File: src/rtl/dmem_arb_pkg.sv
// Shared definitions for the data-memory arbiter: FSM state encodings,
// port identifiers and the default starvation limit.
package dmem_arb_pkg;

  typedef enum logic [1:0] {
    ST_IDLE    = 2'd0,
    ST_A       = 2'd1,
    ST_B       = 2'd2,
    ST_FORCE_B = 2'd3
  } arb_state_t;

  typedef enum logic {
    PORT_A = 1'b0,
    PORT_B = 1'b1
  } port_id_t;

  localparam int STARVE_LIMIT_DEFAULT = 4;
  // Wide enough for the largest supported limit (15).
  localparam int STARVE_CNT_W = 4;

endpackage

File: src/rtl/dmem_arb_starve_ctr.sv
// Saturating count of consecutive cycles in which port B requested but was
// not granted. limit_hit flags that the count reaches LIMIT at the coming
// edge, so the forced B grant lands in the very next cycle.
import dmem_arb_pkg::*;

module dmem_arb_starve_ctr #(
  parameter int LIMIT = STARVE_LIMIT_DEFAULT
) (
  input  logic clk,
  input  logic reset,
  input  logic inc,
  input  logic clr,
  output logic limit_hit
);

  localparam logic [STARVE_CNT_W-1:0] LIMIT_CNT = STARVE_CNT_W'(LIMIT);

  logic [STARVE_CNT_W-1:0] count;

  assign limit_hit = inc && (count >= LIMIT_CNT - 1'b1);

  // Count ungranted B-request cycles, clear on a B grant or an idle B.
  always_ff @(posedge clk or posedge reset) begin
    if (reset) begin
      count <= '0;
    end else if (clr) begin
      count <= '0;
    end else if (inc && (count != LIMIT_CNT)) begin
      count <= count + 1'b1;
    end
  end

endmodule

File: src/rtl/dmem_arbiter.sv
// Two-port arbiter in front of the single-port data memory. Port A (MEM
// stage) has fixed priority over port B (loader/debug). Read data is
// registered and returned to the winning port one cycle after its grant.
// Build option: define DMEM_ARB_STARVE_EN to add the starvation guard that
// forces a B grant after STARVE_LIMIT consecutive ungranted B-request cycles.
import dmem_arb_pkg::*;

module dmem_arbiter #(
  parameter int ADDR_W       = 32,
  parameter int DATA_W       = 32,
  parameter int STARVE_LIMIT = STARVE_LIMIT_DEFAULT
) (
  input  logic              clk,
  input  logic              reset,
  input  logic              a_req,
  input  logic              a_write,
  input  logic [ADDR_W-1:0] a_addr,
  input  logic [DATA_W-1:0] a_wdata,
  input  logic              b_req,
  input  logic              b_write,
  input  logic [ADDR_W-1:0] b_addr,
  input  logic [DATA_W-1:0] b_wdata,
  output logic              a_gnt,
  output logic              b_gnt,
  output logic [DATA_W-1:0] a_rdata,
  output logic [DATA_W-1:0] b_rdata,
  output logic              a_rvalid,
  output logic              b_rvalid,
  output logic              mem_write,
  output logic [ADDR_W-1:0] mem_address,
  output logic [DATA_W-1:0] mem_write_data,
  input  logic [DATA_W-1:0] mem_read_data
);

  arb_state_t state;
  logic       force_b;
  logic       limit_hit;
  logic       gnt_any;
  port_id_t   gnt_port;

`ifdef DMEM_ARB_STARVE_EN
  assign force_b = (state == ST_FORCE_B);

  dmem_arb_starve_ctr #(
    .LIMIT (STARVE_LIMIT)
  ) u_starve_ctr (
    .clk       (clk),
    .reset     (reset),
    .inc       (b_req & ~b_gnt),
    .clr       (b_gnt | ~b_req),
    .limit_hit (limit_hit)
  );
`else
  // Pure fixed priority: the forced state is never entered.
  assign force_b   = 1'b0;
  assign limit_hit = 1'b0;

  logic unused_cfg;
  assign unused_cfg = ^STARVE_LIMIT;
`endif

  // Grant decision: A wins unless this is the forced B cycle; nothing is
  // granted while reset is held.
  always_comb begin
    // NOTE: every output gets a default first so no path leaves it unassigned
    // (which would infer a latch).
    a_gnt = 1'b0;
    b_gnt = 1'b0;
    if (!reset) begin
      if (force_b) begin
        b_gnt = b_req;
      end else begin
        a_gnt = a_req;
        b_gnt = b_req & ~a_req;
      end
    end
  end

  assign gnt_any  = a_gnt | b_gnt;
  assign gnt_port = a_gnt ? PORT_A : PORT_B;

  // Memory mux: the granted port drives the memory, otherwise all zeros.
  always_comb begin
    mem_write      = 1'b0;
    mem_address    = '0;
    mem_write_data = '0;
    if (gnt_any) begin
      case (gnt_port)
        PORT_A: begin
          mem_write      = a_write;
          mem_address    = a_addr;
          mem_write_data = a_wdata;
        end
        default: begin
          mem_write      = b_write;
          mem_address    = b_addr;
          mem_write_data = b_wdata;
        end
      endcase
    end
  end

  // FSM state update and registered read-data return.
  always_ff @(posedge clk or posedge reset) begin
    if (reset) begin
      state    <= ST_IDLE;
      a_rvalid <= 1'b0;
      b_rvalid <= 1'b0;
      a_rdata  <= '0;
      b_rdata  <= '0;
    end else begin
      // NOTE: non-blocking assignments so every register samples the values
      // from before this edge, independent of statement order.
      if (limit_hit) begin
        state <= ST_FORCE_B;
      end else if (a_gnt) begin
        state <= ST_A;
      end else if (b_gnt) begin
        state <= ST_B;
      end else begin
        state <= ST_IDLE;
      end

      a_rvalid <= a_gnt & ~a_write;
      b_rvalid <= b_gnt & ~b_write;
      if (a_gnt && !a_write) begin
        a_rdata <= mem_read_data;
      end
      if (b_gnt && !b_write) begin
        b_rdata <= mem_read_data;
      end
    end
  end

endmodule

File: config.mk
export PLATFORM = sky130hd
export DESIGN_NAME = dmem_arbiter
export DESIGN_NICKNAME = d
export VERILOG_FILES = /design/src/rtl/dmem_arb_pkg.sv /design/src/rtl/dmem_arb_starve_ctr.sv /design/src/rtl/dmem_arbiter.sv
export SDC_FILE = /design/constraint.sdc
export NUM_CORES = 1
export LEC_CHECK = 0
export ABC_AREA = 1
export BUFFER_PORTS_ARGS = -buffer_cell sky130_fd_sc_hd__buf_4
export CAP_MARGIN = 20
export CORE_MARGIN = 8
export CORE_UTILIZATION = 32
export DETAILED_ROUTE_END_ITERATION = 12
export PLACE_DENSITY = 0.69
export SYNTH_ARGS = -nofsm -noshare
export SYNTH_HDL_FRONTEND = slang
export SYNTH_HIERARCHICAL = 1
export SYNTH_SLANG_ARGS = --single-unit
File: constraint.sdc
create_clock -name clk -period 1.9 [get_ports clk]
set_input_delay 0.095 -clock clk [delete_from_list [all_inputs] [get_ports clk]]
set_output_delay 0.095 -clock clk [all_outputs]
set_load 0.1 [all_outputs]
[Word level (Yosys, flattened, before mapping)]
Index checks and enable logic that the tools add are counted.
Cells by class
  add/sub/neg operators: 0
  multiply operators: 0
  divide/modulo/power cells: 0
  order comparisons: 0
  equality and inequality tests: 0
  shift-type cells: 0
  multiplexer cells: 8
  bitwise operators: 7
  reduce and logical (&&, ||, !) cells: 4
Operators by type and width (number)
  2-to-1 mux 32 bit: 4
  2-to-1 mux 1 bit: 4
  AND 1 bit: 3
  inverter 1 bit: 3
  logical AND 1 bit: 2
  logical NOT 1 bit: 2
  bitwise OR 1 bit: 1
Storage, ports and cells
  flip-flop bits (word level): 66
  latch bits: 0
  RAM bits: 0
  ROM bits: 0
  output and inout port bits: 133
  memories kept: 0

[Depth between registers and ports, before layout]
Gate-level depths: netlist of run 1.
  depth in word-level cells: 5
  mapped depth: 7
  gate-level depth less buffers: 6

[Worst setup path before layout of run 1]
OpenSTA, ideal clock, no wires.
  kind: input port to output port
  from: in reset
  to: out mem_address[0]
  data arrival time: 2.824 ns
  required time: 1.805 ns
  setup slack: -1.019 ns
  cell stages on the path: 6
  buffers on the path: 1
  cell sequence: inv_2 > nand2_2 > nand2_1 > inv_2 > buf_2 > a21oi_1
On the way
  cells in the longest elaborated chain, start to end: 3
  elaborated cells on any way between the ends: 5
Ends and longest elaborated chain
  start: declaration: line dmem_arbiter.sv:14  | input logic reset,
  2-to-1 mux 1 bit: line dmem_arbiter.sv:69  | if (!reset) begin
  2-to-1 mux 32 bit or bitwise OR 1 bit (tied branches): line dmem_arbiter.sv:88, dmem_arbiter.sv:79
  2-to-1 mux 32 bit *: line dmem_arbiter.sv:87  | if (gnt_any) begin
  end: declaration: line dmem_arbiter.sv:30  | output logic [ADDR_W-1:0] mem_address,
Every way passes the cells marked *; elsewhere a longest branch is shown, timed or not.

[Final worst setup path of run 1]
  from: in reset
  to: out mem_write_data[18]
On the way
  cells in the longest elaborated chain, start to end: 3
  elaborated cells on any way between the ends: 5
Ends and longest elaborated chain
  2-to-1 mux 1 bit: line dmem_arbiter.sv:69
  2-to-1 mux 32 bit or bitwise OR 1 bit (tied branches): line dmem_arbiter.sv:88, dmem_arbiter.sv:79
  2-to-1 mux 32 bit *: line dmem_arbiter.sv:87
  end: declaration: line dmem_arbiter.sv:31  | output logic [DATA_W-1:0] mem_write_data,
Marked as above.

==> results of run 1 <==
per-stage QoR:
| stage | std cells | hold WS, ns | setup WS, ns | util | total power [mW] |
|---|---|---|---|---|---|
| floorplan | 508 | 0.0865 | -0.139 | - | 4.81 |
| global placement | 922 | 0.303 | 0.434 | 0.571 | 5.85 |
| detailed placement | 922 | 0.309 | 0.396 | 0.571 | 5.88 |
| CTS | 969 | 0.100 | 0.398 | 0.616 | 6.98 |
| global route | 969 | 0.159 | 0.301 | 0.616 | 7.19 |
| finish | 969 | 0.0675 | 0.390 | 0.616 | 6.95 |
cells in the mapped netlist, drive strengths merged:
cell    count  share of area
nand2     294           0.31
a21oi      64          0.090
nand4      32          0.056
buf        30          0.048
dfrtp      66           0.47
clkbuf      8         0.0085
nand3       2         0.0028
inv         9         0.0095
clkinv      1         0.0011
nor2        2         0.0049
final timing paths:
path                                 endpoint  slack, ns  cells past startpoint
hold / removal                     b_rdata[8]       0.07                      3
hold reg to reg                   b_rdata[13]       0.48                      2
setup / recovery           mem_write_data[18]       0.39                      8
max in group asynchronous         b_rdata[19]       1.28                      3
setup reg to reg                   a_rdata[7]       1.26                      2
min in group clk                  b_rdata[14]       0.27                      5
cells by family after synthesis:
group | after synthesis
flops | 66
buf+inv | 48
compound gates | 64
simple gates | 330
report_power, final:
group	total, mW	switching (mW)	internal, mW
Clock	1.04	0.509	0.531
Combinational	4.12	3.23	0.897
Sequential	1.79	0.142	1.64
metal layers:
| layer | GRT usage | share of wire | vias up |
|---|---|---|---|
| met1 | 0.268 | 0.37 | 2238 |
| li1 | - | - | 2252 |
| met3 | 0.0796 | 0.10 | 39 |
| met2 | 0.415 | 0.50 | 257 |
| met5 | 0 | 0 | - |
| met4 | 0.0871 | 0.029 | 0 |
registers in the layout, summed over array words and instances (netlist names):
register,cells
b_rvalid,1
b_rdata,32
a_rdata,32
a_rvalid,1
cell type report:
type,count,share of cell area
clock inverters,3,0.00225
repair buffers,344,0.404
clock buffers,12,0.0232
multi-input cells,394,0.291
flip-flops and latches,66,0.247
well taps,140,0.0262
inverters,10,0.00618
worst max-delay path, cell delays in order:
cell      delay (ns)
buf_4           0.14
inv_4           0.06
nand2_2         0.06
nand2_1         0.11
clkinv_2        0.22
buf_12          0.25
a21oi_2         0.15
buf_4           0.31
==> flow_summary_export.csv, run 1 <==
group,metric,value,unit
run_status,status,"complete, no violations",
finish,postLayoutCellArea,0.00668,mm2
finish,fin_nets,991,
clock_tree,tritoncts.num_buffers,9,
finish,multiInputGateArea,0.00194,mm2
global_route,track_usage,0.239,
finish,final_common_cell,"buf_4",
detailed_routing,wl,18400,um
floorplan,core,0.0108,mm2
logic_synthesis,synth_cell_types,14,
power,p_leak,3.61,nW
timing,worst_pin_slew,0.838,ns
timing,drv_slew,0,
detailed_routing,routed_via_density,4.94,
power,power_density,1040,mW/mm2
detailed_routing,wire_per_inst,19.0,um
logic_synthesis,ys_warn_count,6,
min_path,hold_path.class,"input port to asynchronous set/reset pin",
clock_tree,h-tree-depth,3,
detailed_routing,vias,4786,
clock_tree,clock_tree.root_cell,"clkbuf_8",
logic_synthesis,syn-cell-area,0.00355,mm2
critical_path,cp_max_fo,24,
logic_synthesis,synthCells,508,
logic_synthesis,synth_mux_area_frac,0,
finish,seqCellArea,0.00165,mm2
critical_path,regToRegStartpoint,"a_rdata[7]",
finish,final_cell_mix,"buf_4, nand2_1, dfrtp_1, a21oi_2",
floorplan,io_pins,299,
logic_synthesis,synth_fa_ha_area_frac,0,
finish,nFillCells,942,
detailed_routing,drtAntennaViolNets,0,
finish,antennaDiodeCount,0,
critical_path,path_class,"input port to primary output",
detailed_routing,first_pass_iters,5,
critical_path,startpoint,"reset",
clock_tree,clkTransAtPathRegs,0.07,ns
logic_synthesis,yosys.area_share.simple,0.377,
clock_tree,postCtsSetupBuffers,0,
timing,finalHoldViolations,0,
timing,setup_violations,0,
floorplan,fp.dieH,121,um
global_route,grt_max_degree,67,
critical_path,start_kind,"input port",
critical_path,cp-end-kind,"primary output",
global_route,grt_pass1_vias,4619,
placement,io_buffers,298,
clock_tree,cts_sinks,66,
detailed_routing,remaining_drc_errors,0,
logic_synthesis,seq_area_frac_synth,0.466,
timing,fin_setup_tns,0,ns
floorplan,start_util,0.327,
clock_tree,cts_tree,"built",
clock_tree,cts_resized,0,
finish,drive_gt1_frac,0.480,
floorplan,die_w,121,um
clock_tree,cts_hold_buf,32,
logic_synthesis,synth_xor_area_frac,0,
power,vdd_drop_max,0.787,mV
placement,place_congestion,0.983,
job,maxCapViolations,0,
floorplan,floorplan.die_area,0.0147,mm2
finish,area.growth.synth_to_final,88.4,%
critical_path,cp_data_required_time,1.80,ns
global_route,grt_overflow,0,
logic_synthesis,synth-compound-area-share,0.0903,
timing,min_period_over_period,0.795,
global_route,grt_pass1_wl,27300,um
clock_tree,clk_path_buf_depth,2,
placement,hpwl,14300,um
floorplan,rows,38,
logic_synthesis,syn_nets,674,
logic_synthesis,synth_top_family_by_area,"simple AND/OR/NAND/NOR gates",
detailed_routing,drt_first_iter_violations,484,
timing,maxSlewHeadroom,0.441,
logic_synthesis,syn_area_per_cell,6.98,um2
placement,post_dp_cell_area,0.00619,mm2
timing,fin_crit,1.51,ns
global_route,antenna_found_initial,0,
critical_path,worstPathArrival,1.41,ns
timing,clock_skew,0,ns
logic_synthesis,yosys_register_bits,66,
clock_tree,clk_latency,0.33,ns
timing,clock.fmax,662,MHz
timing,rsz0062_at_grt,"false",
No activity file was read; power rests on OpenSTA's default activity.
==> inputs of run 2 (changes only) <==
--- a/config.mk
+++ b/config.mk
@@ -5,13 +5,13 @@
 export SDC_FILE = /design/constraint.sdc
 export NUM_CORES = 1
 export LEC_CHECK = 0
-export ABC_AREA = 1
+export ABC_AREA = 0
 export BUFFER_PORTS_ARGS = -buffer_cell sky130_fd_sc_hd__buf_4
 export CAP_MARGIN = 20
 export CORE_MARGIN = 8
 export CORE_UTILIZATION = 32
 export DETAILED_ROUTE_END_ITERATION = 12
-export PLACE_DENSITY = 0.69
+export PLACE_DENSITY = 0.71
 export SYNTH_ARGS = -nofsm -noshare
 export SYNTH_HDL_FRONTEND = slang
 export SYNTH_HIERARCHICAL = 1
==> constraint.sdc (replaced) <==
create_clock -name clk -period 1.3 [get_ports clk]
set_input_delay 0.065 -clock clk [delete_from_list [all_inputs] [get_ports clk]]
set_output_delay 0.065 -clock clk [all_outputs]
set_load 0.1 [all_outputs]
==> flow_summary_export.csv, run 2 <==
group,metric,value,unit
run_status,status,"complete, no violations",
logic_synthesis,ys_warn_count,6,
clock_tree,clock_tree.root_cell,"clkbuf_16",
power,power.internal,5.80,mW
floorplan,rows,39,
clock_tree,clkTransAtPathRegs,0.06,ns
global_route,grt_pass1_vias,4516,
min_path,hold_path.class,"input port to asynchronous set/reset pin",
global_route,grt_pass1_wl,24600,um
timing,min_period_over_period,0.948,
clock_tree,clk_path_buf_depth,2,
finish,final_common_cell,"buf_4",
finish,fin_nets,852,
critical_path,cp_data_required_time,1.24,ns
logic_synthesis,syn_nets,532,
logic_synthesis,synth-edff-count,0,
power,power_density,1570,mW/mm2
timing,clock_skew,0,ns
critical_path,worst_path_largest_cell_delay,0.30,ns
power,p_sw_frac,0.510,
detailed_routing,vias,4130,
critical_path,path_cells,"buf_4 > buf_12 > nand3b_1 > a21oi_4 > buf_4",
floorplan,fp.dieH,123,um
logic_synthesis,async_reset_ff_frac,1.00,
critical_path,start_kind,"input port",
detailed_routing,wire_per_inst,19.8,um
critical_path,cp_max_fo,73,
floorplan,start_util,0.324,
finish,antennaDiodeCount,0,
clock_tree,cts_tree,"built",
timing,finalHoldViolations,0,
logic_synthesis,synth.top_cell.area_share,0.451,
timing,drv_slew,0,
power,vdd_drop_max,1.39,mV
logic_synthesis,synth.top_cells.by_area,"dfrtp_1, mux2_2, nand3b_1",
floorplan,io_pins,299,
timing,fin_crit,1.23,ns
logic_synthesis,synth_top_cell_by_area,"dfrtp_1",
floorplan,die_w,123,um
clock_tree,cts_sinks,66,
logic_synthesis,seq_area_frac_synth,0.451,
timing,clock.fmax,811,MHz
detailed_routing,drt_first_iter_violations,215,
power,p_sw,6.04,mW
logic_synthesis,synthTopCellsByCount,"dfrtp_1, a21oi_1, nand2_1, nand3b_1, mux2_2",
power,combPwrFrac,0.550,
global_route,track_usage,0.206,
finish,drive_gt1_frac,0.664,
detailed_routing,drtAntennaViolNets,0,
critical_path,cp_num_buf_inv,3,
floorplan,floorplan.die_area,0.0151,mm2
job,maxCapViolations,0,
floorplan,core,0.0113,mm2
clock_tree,h-tree-depth,3,
critical_path,path_class,"input port to primary output",
finish,postLayoutCellArea,0.00753,mm2
logic_synthesis,synthCells,366,
timing,worst_pin_slew,0.349,ns
power,seq_power_share,0.229,
timing,rsz0062_at_grt,"false",
clock_tree,clk_latency,0.32,ns
power,power_frac_clock,0.222,
placement,post_dp_cell_area,0.00688,mm2
critical_path,worstPathArrival,1.17,ns
detailed_routing,remaining_drc_errors,0,
placement,hpwl,12500,um
logic_synthesis,syn_area_per_cell,10.0,um2
finish,top_regs,"a_rdata (32), b_rdata (32)",
finish,final_cell_mix,"buf_4, dfrtp_1, nand2_1, nand3b_1, a21oi_4",
clock_tree,tritoncts.num_buffers,9,
placement,io_buffers,298,
global_route,grt_max_degree,74,
placement,place_congestion,0.881,
detailed_routing,first_pass_iters,4,
detailed_routing,wl,16600,um
critical_path,critical-path-top-delay-family,"buffers and inverters",
logic_synthesis,synth_cell_types,16,
global_route,grt_overflow,0,
logic_synthesis,synth_ff_type,"dfrtp_1",
clock_tree,postCtsSetupBuffers,0,
power,total_power,11.8,mW
power,p_leak,3.32,nW
logic_synthesis,yosys.cell_count.top_type,"dfrtp_1",
critical_path,cpMaxStageDelayCell,"buf_4",
critical_path,crit_top_cell,"buf_4",
detailed_routing,routed_via_density,4.95,
logic_synthesis,syn-cell-area,0.00366,mm2
finish,area.growth.synth_to_final,105,%
timing,setup_violations,0,
critical_path,cp-end-kind,"primary output",
global_route,antenna_found_initial,0,
timing,maxSlewHeadroom,0.767,
logic_synthesis,yosys_register_bits,66,
## run 2: changes by cell type after synthesis, moves of 4 or more
cell / delta
nand2_1: -227
nand3b_1: +65
mux2_2: +60
nand4_1: -32
buf_2: -21
clkbuf_1: +14
buf_1: +5
buf_4: -4
buf_6: +4
inv_1: -4
inv_2: -4
mux2_1: +4
## run 2: per-stage QoR
stage	cells	TNS, ns	util	hold slack (ns)	setup slack [ns]
after floorplan	366	-2.26	-	0.200	-0.124
after global placement	786	0	0.607	0.291	0.00649
after detailed placement	786	-0.156	0.607	0.296	-0.0154
after CTS	834	0	0.665	0.0178	0.0191
after global routing	834	0	0.665	0.0349	0.0156
final	834	0	0.665	0.00284	0.0676
## run 2: per-layer routing
layer  GRT usage  vias to the layer above  part of all wire
met3      0.0744                       21              0.11
met4      0.0662                        0             0.021
met2       0.362                      194              0.50
li1            -                     1916                 -
met5           0                        -                 0
met1       0.229                     1999              0.37
## run 2: logic make-up after synthesis
kind of cell	synth area share
buffers and inverters	0.0505
AND/OR/NAND/NOR	0.213
flip-flops	0.451
multiplexers	0.197
AO/OA/AOI/OAI	0.0888
## run 2: power groups by stage
stage	clock network (mW)	registers (mW)	logic, mW
2_1_floorplan	0	5.73	1.85
3_3_place_gp	0	2.70	6.39
3_5_place_dp	0	2.72	6.44
4_1_cts	2.66	2.71	6.53
5_1_grt	2.75	2.76	6.69
6_report	2.63	2.71	6.51
## run 2: repair_timing
item / in CTS / in global routing
endpoints found under the hold margin: 63 / 0
hold buffers: 32 / 0
gates resized for setup: 0 / 1
endpoints found under the setup margin: 0 / 3
## run 2: worst paths after layout
kind / startpoint / to / slack, ns / cells past startpoint
setup / recovery: a_req / mem_address[29] / 0.07 / 5
hold / removal: reset / b_rdata[5] / 0.003 / 4
setup reg to reg: a_rdata[10] / a_rdata[10] / 0.51 / 1
hold reg to reg: b_rdata[24] / b_rdata[24] / 0.49 / 1
max in group asynchronous: reset / a_rdata[26] / 1.01 / 4
min in group clk: a_write / a_rvalid / 0.12 / 3
## run 2: final cells by class
class,instances,area [um2]
Fill cell,852,3790
Timing Repair Buffer,345,2780
Multi-Input combinational cell,263,2580
Sequential cell,66,1650
Clock buffer,10,239
Tap cell,143,179
Clock inverter,6,88.8
Inverter,1,7.51
